**src/rtl/control_sequencer.sv**
```systemverilog
// Multi-cycle bus-transfer control sequencer (states T0-T3) for a register-file/ALU datapath.
// Optional feature macro: SEQ_RETIRE_CNT_EN adds the 8-bit `retired` instruction counter port.
module control_sequencer (
   input  logic       clk,
   input  logic       rst,
   input  logic       run,
   input  logic [7:0] instr,
   output logic [2:0] regSel,
   output logic       Rin,
   output logic       Rout,
   output logic       Ain,
   output logic       Gin,
   output logic       Gout,
   output logic [1:0] aluOp,
   output logic       extOut,
   output logic       busy,
   output logic       done
`ifdef SEQ_RETIRE_CNT_EN
   ,
   output logic [7:0] retired
`endif
);

   typedef enum logic [1:0] {
      T0 = 2'd0,
      T1 = 2'd1,
      T2 = 2'd2,
      T3 = 2'd3
   } state_e;

   localparam logic [1:0] OP_MV  = 2'b00;
   localparam logic [1:0] OP_MVI = 2'b01;
   localparam logic [1:0] OP_ADD = 2'b10;
   localparam logic [1:0] OP_SUB = 2'b11;

   state_e     state_q, state_d;
   logic [7:0] ir_q, ir_d;
   logic [1:0] opcode_s;
   logic [2:0] rx_s, ry_s;

   assign opcode_s = ir_q[7:6];
   assign rx_s     = ir_q[5:3];
   assign ry_s     = ir_q[2:0];

   // State and instruction register
   always_ff @(posedge clk or negedge rst) begin
      if (!rst) begin
         state_q <= T0;
         ir_q    <= 8'h00;
      end else begin
         state_q <= state_d;
         ir_q    <= ir_d;
      end
   end

   // Next-state and control decode; outputs depend only on state and IR
   always_comb begin
      state_d = state_q;
      ir_d    = ir_q;
      regSel  = 3'd0;
      Rin     = 1'b0;
      Rout    = 1'b0;
      Ain     = 1'b0;
      Gin     = 1'b0;
      Gout    = 1'b0;
      aluOp   = 2'b00;
      extOut  = 1'b0;
      done    = 1'b0;
      busy    = (state_q != T0);
      case (state_q)
         T0: begin
            if (run) begin
               state_d = T1;
               ir_d    = instr;
            end else begin
               state_d = T0;
            end
         end
         T1: begin
            case (opcode_s)
               OP_MV: begin
                  regSel = ry_s;
                  Rout   = 1'b1;
                  Ain    = 1'b1;
               end
               OP_MVI: begin
                  regSel = rx_s;
                  extOut = 1'b1;
                  Rin    = 1'b1;
                  done   = 1'b1;
               end
               default: begin
                  regSel = rx_s;
                  Rout   = 1'b1;
                  Ain    = 1'b1;
               end
            endcase
            if (done) begin
               state_d = T0;
            end else begin
               state_d = T2;
            end
         end
         T2: begin
            // MV only passes A through; ADD/SUB put Ry on the bus as the second operand
            case (opcode_s)
               OP_MV: begin
                  aluOp = 2'b00;
                  Gin   = 1'b1;
               end
               OP_ADD: begin
                  regSel = ry_s;
                  Rout   = 1'b1;
                  aluOp  = 2'b01;
                  Gin    = 1'b1;
               end
               OP_SUB: begin
                  regSel = ry_s;
                  Rout   = 1'b1;
                  aluOp  = 2'b10;
                  Gin    = 1'b1;
               end
               default: begin
                  aluOp = 2'b00;
               end
            endcase
            state_d = T3;
         end
         T3: begin
            regSel  = rx_s;
            Gout    = 1'b1;
            Rin     = 1'b1;
            done    = 1'b1;
            state_d = T0;
         end
         default: begin
            state_d = T0;
         end
      endcase
   end

`ifdef SEQ_RETIRE_CNT_EN
   logic [7:0] retired_q, retired_d;

   // Retired count: bumps on each edge that ends a done cycle, wraps naturally
   always_comb begin
      if (done) begin
         retired_d = retired_q + 8'd1;
      end else begin
         retired_d = retired_q;
      end
   end

   // Retired count register
   always_ff @(posedge clk or negedge rst) begin
      if (!rst) begin
         retired_q <= 8'h00;
      end else begin
         retired_q <= retired_d;
      end
   end

   assign retired = retired_q;
`endif

endmodule

```
**config.mk**
```make
export PLATFORM = sky130hd
export DESIGN_NAME = control_sequencer
export DESIGN_NICKNAME = d
export VERILOG_FILES = /design/src/rtl/control_sequencer.sv
export SDC_FILE = /design/constraint.sdc
export NUM_CORES = 1
export LEC_CHECK = 0
export BUFFER_PORTS_ARGS = -buffer_cell sky130_fd_sc_hd__buf_2
export CORE_MARGIN = 1.5
export CORE_UTILIZATION = 40
export DETAILED_ROUTE_END_ITERATION = 6
export HOLD_SLACK_MARGIN = 0.02
export PLACE_DENSITY = 0.72
export SLEW_MARGIN = 5
export SYNTH_ARGS = -nofsm -noshare
export SYNTH_HDL_FRONTEND = slang
export SYNTH_SLANG_ARGS = --single-unit
```
**constraint.sdc**
```tcl
create_clock -name clk -period 1.5 [get_ports clk]
set_input_delay 0.15 -clock clk [delete_from_list [all_inputs] [get_ports clk]]
set_output_delay 0.15 -clock clk [all_outputs]
set_load 0.01 [all_outputs]
```
==> flow_metrics.py, run 1 <==
metrics = {
    "run_status": {
        "outcome": "finished with violations",
        "violations": "setup timing",
    },
    "placement": {
        "gp_congestion": 0.673,
        "place_ws_ns": -0.0612,
        "hpwlAfterDp_um": 957,
        "io_buffers": 23,
        "dpl_cell_area_um2": 771,
    },
    "sta": {
        "slew_viol_final": 0,
        "rsz0062_at_grt": "yes",
        "skew_ns": 0.00724,
        "min_period_ns": 1.78,
        "finalSetupViolations": 7,
        "tns_ns": -1.22,
        "maxSlewHeadroom_pct": 84.8,
        "timing.final.hold_violations": 0,
        "fmax_ghz": 0.560,
        "setup_slack_ns": -0.284,
        "fin_crit_sh_pct": 119,
        "tightest_slew_ns": 0.225,
    },
    "cts": {
        "cts_tree": "yes",
        "htreeDepth": 1,
        "cts_buffers": 3,
        "clock_latency_ns": 0.26,
        "clk_path_buf_depth": 2,
        "ctsRootBufferMaster": "clkbuf_4",
        "cts.sinks": 10,
        "clk_pin_slew_ns": 0.06,
    },
    "grt": {
        "grt_overflow": 0,
        "grt_pass1_wl_mm": 1.70,
        "grt_max_degree": 11,
        "antenna_found_initial": 0,
        "grt_usage_pct": 16.6,
        "grt_pass1_vias": 446,
    },
    "synth": {
        "ys_warn_count": 0,
        "synth.net_count": 66,
        "synth_cell_type_count": 17,
        "avgSynthCellArea_um2": 11.2,
        "yosys-top-cells-area": "dfrtp_1 45%, mux2_2 18%, ha_1 11%, a22o_2 5.3%, inv_1 4.0%",
        "synth_area_um2": 562,
        "post-synth-top-area-cell": "dfrtp_1",
        "synthCells": 50,
        "ys_ff_latch": 10,
        "synth-seq-area-share_pct": 44.5,
        "synth_top_area_share_pct": 44.5,
    },
    "finish": {
        "fin_area_um2": 873,
        "layout.nets": 103,
        "final_cell_mix": "20 x buf_2, 10 x dfrtp_1, 9 x mux2_2, 8 x buf_4",
        "final_core_util_pct": 67.1,
        "diodes": 0,
        "layout-drive-gt1-share_pct": 67.4,
        "layout_commonest_cell": "buf_2",
        "area_delta_synth_final_pct": 55.5,
    },
    "die": {
        "die_width_um": 40.5,
        "dieArea_mm2": 0.00164,
        "ios": 24,
        "initial_core_util_pct": 43.2,
        "core.rowCount": 13,
        "die_h_um": 40.5,
        "core-area_mm2": 0.00130,
    },
    "critical_path": {
        "cp-start-kind": "flip-flop",
        "crit_chain": "inv_2, ha_4, or3b_4, a21oi_4, a22o_2, buf_6",
        "critical_path_class": "flip-flop to output pin",
        "cpPeakStageDelay_ns": 0.38,
        "reg2reg_slack_ns": 0.07,
        "end_kind": "output pin",
        "cp_max_fo": 3,
        "r2r_end": "ir_q[1]",
        "slowest_stage": "dfrtp_1",
        "arrival_ns": 1.63,
        "cp.required_ns": 1.35,
        "r2r_cells": 6,
    },
    "route": {
        "wl_per_cell_um": 11.8,
        "via_per_inst": 4.79,
        "ant_nets": 0,
        "drt_iter0_drc": 1,
        "wl_mm": 1.19,
        "drt_pass1_iterations": 2,
        "vias": 484,
        "drcViolationCount": 0,
    },
    "power_and_ir_drop": {
        "power-per-cell-area_mw_per_mm2": 2120,
        "ir_drop_mv": 1.22,
        "leakage_uw": 0.000452,
        "p_total_uw": 1850,
    },
    "worst_hold_path": {
        "hold_depth": 2,
        "hold_path_class": "input port to flip-flop",
        "holdPathEnd": "ir_q[7]",
        "hp-start": "instr[7]",
    },
    "run": {
        "maxCapViolCount": 0,
    },
}
metal layers:
layer / wire [um] / global-route usage (%) / vias up
li1: - / - / 242
met1: 494 / 18.2 / 217
met2: 604 / 27.8 / 20
met3: 60 / 3.33 / 5
met4: 31 / 12.5 / 0
met5: 0 / 0 / -
registers in the layout, indices dropped and copies added (netlist names), named ones only:
name / flops
ir_q: 8
state_q: 1
metrics by stage:
| step | cells | hold slack (ns) |
|---|---|---|
| finish | 101 | 0.117 |
| global route | 101 | 0.106 |
| CTS | 101 | 0.108 |
| detailed placement | 96 | 0.0152 |
| global placement | 96 | 0.0158 |
| floorplan | 50 | -0.146 |
cells by family after synthesis:
| family | count (synthesis) | share of synthesized area, % |
|---|---|---|
| and+or+nand+nor | 10 | 9.13 |
| DFF | 10 | 44.5 |
| AOI/OAI and AO/OA | 9 | 11.8 |
| muxes | 9 | 18.0 |
| buffers and inverters | 7 | 5.35 |
| adders and majority gates | 5 | 11.1 |
where the power goes:
group          internal [uW]  switching, uW
Clock                    147           85.2
Combinational            619            508
Sequential               407           80.6
Total                   1170            673
critical path: cells and delay by family, from the launching register on:
| family | cells | cell delay, ns |
|---|---|---|
| buffers and inverters | 2 | 0.17 |
| AND/OR/NAND/NOR | 1 | 0.38 |
| flip-flops | 1 | 0.38 |
| adder cells (fa/ha/maj) | 1 | 0.12 |
| AO/OA/AOI/OAI | 2 | 0.32 |
worst max-delay path by stage:
stage	start	to	slack, ns
6_report	flip-flop	regSel[2]	-0.28
5_1_grt	flip-flop	regSel[0]	-0.36
4_1_cts	flip-flop	regSel[0]	-0.32
3_5_place_dp	flip-flop	regSel[0]	-0.06
3_3_place_gp	flip-flop	regSel[0]	-0.05
2_1_floorplan	flip-flop	regSel[0]	0.02
final cells by class:
class,count,area (um2)
Fill cell,107,428
Inverter,6,22.5
Timing Repair Buffer,33,224
Tap cell,15,18.8
Clock buffer,4,36.3
Multi-Input combinational cell,33,322
Sequential cell,10,250
repair_timing:
action                     4_1_cts  5_1_grt
setup endpoints to repair        9        9
setup buffers                    0        0
resized for setup                5        9
pin swaps                        4        4
hold endpoints to repair        10        0
hold buffers                     1        0
cell usage after synthesis:
| cell type | number |
|---|---|
| a21oi_2 | 1 |
| ha_1 | 5 |
| nor2_1 | 2 |
| a21boi_0 | 1 |
| buf_4 | 1 |
| a22o_2 | 3 |
| mux2_2 | 9 |
| nand2_1 | 3 |
| a21oi_1 | 1 |
| and3_1 | 1 |
| o21ai_0 | 3 |
| nand3_1 | 1 |
| and2_1 | 1 |
| dfrtp_1 | 10 |
| or3b_1 | 1 |
| nand2b_1 | 1 |
| inv_1 | 6 |
Note: power is estimated with default switching activity, not from simulation.
==> run 2: changes to the inputs <==
- PLACE_DENSITY: 0.72 -> 0.69
- clock period: 1.5 -> 2.06 ns (I/O delays scaled with it)
==> flow_metrics.py, run 2 (synthesis results as in run 1) <==
metrics = {
    "run_status": {
        "outcome": "complete, no violations",
    },
    "sta": {
        "fmax_ghz": 0.517,
        "maxSlewHeadroom_pct": 75.9,
        "rsz0062_at_grt": "no",
        "finalSetupViolations": 0,
        "tns_ns": 0,
        "skew_ns": 0.00976,
        "slew_viol_final": 0,
        "fin_crit_sh_pct": 93.9,
        "tightest_slew_ns": 0.360,
        "setup_slack_ns": 0.125,
        "timing.final.hold_violations": 0,
        "min_period_ns": 1.93,
    },
    "finish": {
        "layout_commonest_cell": "buf_2",
        "largest_register": "ir_q",
        "layout-drive-gt1-share_pct": 56.4,
        "layout.nets": 96,
        "fillers": 124,
        "diodes": 0,
        "largest_register_ffs": 8,
        "multi_input_area_um2": 294,
        "final_cell_mix": "23 x buf_2, 9 x mux2_2, 9 x dfrtp_1, 5 x inv_1, 4 x ha_1",
        "final_cells": 93,
        "seq_area_um2": 251,
        "reg.largest.list": "ir_q x8, state_q x1",
        "area_delta_synth_final_pct": 33.4,
    },
    "power_and_ir_drop": {
        "leakage_uw": 0.000395,
        "ir_drop_mv": 0.649,
        "power-per-cell-area_mw_per_mm2": 1460,
        "p_total_uw": 1100,
    },
    "route": {
        "drcViolationCount": 0,
        "drt_iter0_drc": 2,
        "vias": 458,
        "drt_pass1_iterations": 4,
        "wl_per_cell_um": 11.6,
        "via_per_inst": 4.92,
        "wl_mm": 1.08,
        "ant_nets": 0,
    },
    "worst_hold_path": {
        "hold_path_class": "input port to flip-flop",
    },
    "critical_path": {
        "arrival_ns": 1.73,
        "reg2reg_slack_ns": 0.56,
        "cp.required_ns": 1.85,
        "critical_path_class": "flip-flop to output pin",
        "cp-start-kind": "flip-flop",
        "end_kind": "output pin",
        "cp_max_fo": 5,
    },
    "placement": {
        "gp_congestion": 0.794,
        "hpwlAfterDp_um": 840,
        "placed_cells": 87,
        "place_ws_ns": 0.257,
        "io_buffers": 23,
    },
    "cts": {
        "clk_pin_slew_ns": 0.06,
        "htreeDepth": 1,
        "cts_tree": "yes",
        "cts_buffers": 3,
        "cts.sinks": 10,
        "clk_path_buf_depth": 2,
        "clock_latency_ns": 0.26,
        "ctsRootBufferMaster": "clkbuf_4",
    },
    "die": {
        "dieArea_mm2": 0.00164,
        "initial_core_util_pct": 43.2,
        "core-area_mm2": 0.00130,
        "die_width_um": 40.5,
        "ios": 24,
        "core.rowCount": 13,
        "die_h_um": 40.5,
    },
    "grt": {
        "grt_overflow": 0,
        "grt_pass1_vias": 388,
        "grt_usage_pct": 15.3,
        "grt_pass1_wl_mm": 1.61,
        "antenna_found_initial": 0,
        "grt_max_degree": 11,
    },
    "run": {
        "maxCapViolCount": 0,
    },
}
-- run 2: cell types whose count changed in the layout (fill, tap and decap cells not counted), moves of 2 or more --
cell / change
buf_2: +3
buf_4: -6
buf_6: -3
inv_1: +2
inv_2: -2
-- run 2: layer usage --
| metal | track usage [%] | vias up | part of all wire, % |
|---|---|---|---|
| met3 | 4.44 | 2 | 7.3 |
| met2 | 22.2 | 15 | 47 |
| li1 | - | 228 | - |
| met5 | 0 | - | 0 |
| met4 | 10.0 | 0 | 0.46 |
| met1 | 19.4 | 213 | 45 |
-- run 2: cell type report --
class	instances	area share, %
Clock buffer	3	3.01
Tap cell	15	2.50
Sequential cell	10	33.6
Multi-Input combinational cell	33	39.2
Timing Repair Buffer	26	18.7
Inverter	6	3.01
-- run 2: worst paths after layout --
kind	startpoint	end	cells after the start
max in group asynchronous	rst	state_q[0]	2
min reg2reg	ir_q[1]	ir_q[1]	1
min	instr[0]	ir_q[0]	2
max reg2reg	state_q[0]	ir_q[4]	4
max	flip-flop	regSel[0]	6
min in group asynchronous	rst	ir_q[2]	2
-- run 2: repair_timing --
action / 4_1_cts / 5_1_grt
resized for setup: 1 / 3
hold endpoints to repair: 10 / 0
hold buffers: 1 / 0
pin swaps: 1 / 1
buffers inserted: 0 / 2
setup endpoints to repair: 3 / 3
-- run 2: worst max-delay path, stage by stage, from the launching register on --
cell and delay (ns):
dfrtp_1 0.38, inv_2 0.10, ha_4 0.15, or3b_1 0.36, a21oi_2 0.21, a22o_2 0.16, buf_2 0.12
-- run 2: power breakdown --
part	switching, uW	total, uW	internal (uW)
registers	77.2	376	298
clock network	60.4	127	67.1
logic	286	592	306
total	424	1100	672
-- run 2: through the flow --
| step | hold slack, ns | area (um2) | util (%) |
|---|---|---|---|
| 5_1_grt | 0.167 | 749 | 57.6 |
| 2_1_floorplan | -0.0896 | 562 | - |
| 3_5_place_dp | 0.0784 | 688 | 52.9 |
| 4_1_cts | 0.167 | 723 | 55.6 |
| 6_report | 0.172 | 749 | 57.6 |
| 3_3_place_gp | 0.0741 | 688 | 52.9 |
==> run 3: changes to the inputs <==
- CORE_UTILIZATION: 40 -> 30
- PLACE_DENSITY: 0.69 -> not set
==> flow_metrics.py, run 3 (synthesis results as in run 1) <==
metrics = {
    "cts": {
        "ctsRootBufferMaster": "clkbuf_4",
        "clk_pin_slew_ns": 0.06,
        "clk_path_buf_depth": 2,
        "cts_tree": "yes",
        "htreeDepth": 1,
        "clock_latency_ns": 0.25,
        "cts.sinks": 10,
        "cts_buffers": 3,
    },
    "power_and_ir_drop": {
        "intPower_uw": 647,
        "swShare_pct": 38.7,
        "p_sw_uw": 408,
        "pwr-share-comb_pct": 52.3,
        "power-per-cell-area_mw_per_mm2": 1410,
        "ir_drop_mv": 0.574,
        "clkPwrFrac_pct": 11.8,
        "p_seq_share_pct": 35.9,
        "leakage_uw": 0.000387,
    },
    "critical_path": {
        "cp.required_ns": 1.85,
        "cpPeakStageDelay_ns": 0.41,
        "worst-path-buf-inv": 2,
        "cp_max_fo": 5,
        "end_kind": "output pin",
        "arrival_ns": 1.75,
        "crit_chain": "inv_2, ha_4, or3b_1, a21oi_2, a22o_2, buf_2",
        "cp_top_family": "flip-flops",
        "slowest_stage": "dfrtp_1",
        "cp-start-kind": "flip-flop",
        "critical_path_class": "flip-flop to output pin",
    },
    "sta": {
        "rsz0062_at_grt": "no",
        "tns_ns": 0,
        "tightest_slew_ns": 0.346,
        "maxSlewHeadroom_pct": 76.9,
        "fin_crit_sh_pct": 95.0,
        "min_period_ns": 1.96,
        "finalSetupViolations": 0,
        "whs_ns": 0.177,
        "timing.final.hold_violations": 0,
        "skew_ns": 0.00381,
        "fmax_ghz": 0.511,
        "slew_viol_final": 0,
    },
    "finish": {
        "layout_commonest_cell": "buf_2",
        "layout.nets": 94,
        "fillers": 189,
        "final_cell_mix": "23 x buf_2, 10 x dfrtp_1, 9 x mux2_2, 5 x inv_1, 4 x ha_1",
        "largest_register": "ir_q",
        "area_delta_synth_final_pct": 32.7,
        "largest_register_ffs": 8,
        "reg.largest.list": "ir_q x8, state_q x1",
        "final_cells": 101,
        "diodes": 0,
        "fin_area_um2": 746,
        "layout-drive-gt1-share_pct": 53.9,
    },
    "die": {
        "ios": 24,
        "die_h_um": 46.3,
        "core.rowCount": 15,
        "die_width_um": 46.3,
        "dieArea_mm2": 0.00214,
        "initial_core_util_pct": 32.2,
        "core-area_mm2": 0.00175,
    },
    "grt": {
        "grt_usage_pct": 11.2,
        "antenna_found_initial": 0,
        "grt_pass1_vias": 395,
        "grt_max_degree": 11,
        "grt_overflow": 0,
        "grt_pass1_wl_mm": 1.62,
    },
    "route": {
        "ant_nets": 0,
        "drcViolationCount": 0,
        "wl_mm": 1.01,
        "via_per_inst": 4.52,
        "vias": 457,
        "wl_per_cell_um": 9.98,
        "drt_pass1_iterations": 4,
        "drt_iter0_drc": 6,
    },
    "worst_hold_path": {
        "hold_path_class": "input port to flip-flop",
    },
    "run": {
        "maxCapViolCount": 0,
    },
    "placement": {
        "placed_cells": 97,
        "dpl_cell_area_um2": 701,
        "hpwlAfterDp_um": 827,
        "io_buffers": 23,
        "gp_congestion": 0.641,
    },
    "run_status": {
        "outcome": "complete, no violations",
    },
}
## run 3: cell count changes in the layout (fill, tap and decap cells not counted), sizes merged
| cell | change |
|---|---|
| buf | -2 |
## run 3: final cells by class
| type | count | area (um2) | share of cell area (%) |
|---|---|---|---|
| timing repair buffer | 24 | 125 | 16.8 |
| clock buffer | 3 | 22.5 | 3.02 |
| inverter | 6 | 22.5 | 3.02 |
| tap | 25 | 31.3 | 4.19 |
| sequential | 10 | 250 | 33.6 |
| multi-input combinational | 33 | 294 | 39.4 |
## run 3: final timing paths
kind / from / to / slack [ns] / depth (start not counted)
setup / recovery: flip-flop / regSel[2] / 0.10 / 6
hold / removal: instr[0] / ir_q[0] / 0.18 / 2
hold reg to reg: ir_q[0] / ir_q[0] / 0.51 / 1
max in group asynchronous: rst / ir_q[2] / 1.54 / 2
min in group asynchronous: rst / ir_q[1] / 0.33 / 2
setup reg to reg: state_q[0] / ir_q[2] / 0.51 / 4
## run 3: worst reg2reg max path, cell delays in order, from the launching register on
cell     delay [ns]
dfrtp_1        0.45
inv_1          0.11
ha_1           0.22
nand2_1        0.27
mux2_2         0.38
## run 3: through the flow
| step | setup WS (ns) | utilization (%) | total power (uW) |
|---|---|---|---|
| finish | 0.103 | 42.7 | 1050 |
| global route | 0.0124 | 42.7 | 1170 |
| detailed placement | 0.277 | 40.1 | 923 |
| floorplan | 0.472 | - | 756 |
| CTS | 0.00613 | 42.2 | 1060 |
| global placement | 0.306 | 40.1 | 916 |
## run 3: timing repair
item,CTS,global route
setup buffers,0,0
setup endpoints to repair,3,3
hold endpoints to repair,10,0
hold buffers,1,0
resized for setup,1,2
## run 3: power by group through the flow
stage	clock [uW]	sequential (uW)	combinational (uW)
floorplan	0	353	403
global placement	0	374	543
detailed placement	0	376	547
CTS	133	372	553
global route	145	396	631
finish	125	378	551
## run 3: layer usage
metal	GRT usage (%)	vias to the layer above	wire length [um]
met3	3.53	2	34
met2	16.9	11	495
met5	0	-	0
met1	13.6	221	470
met4	6.86	0	8
li1	-	223	-
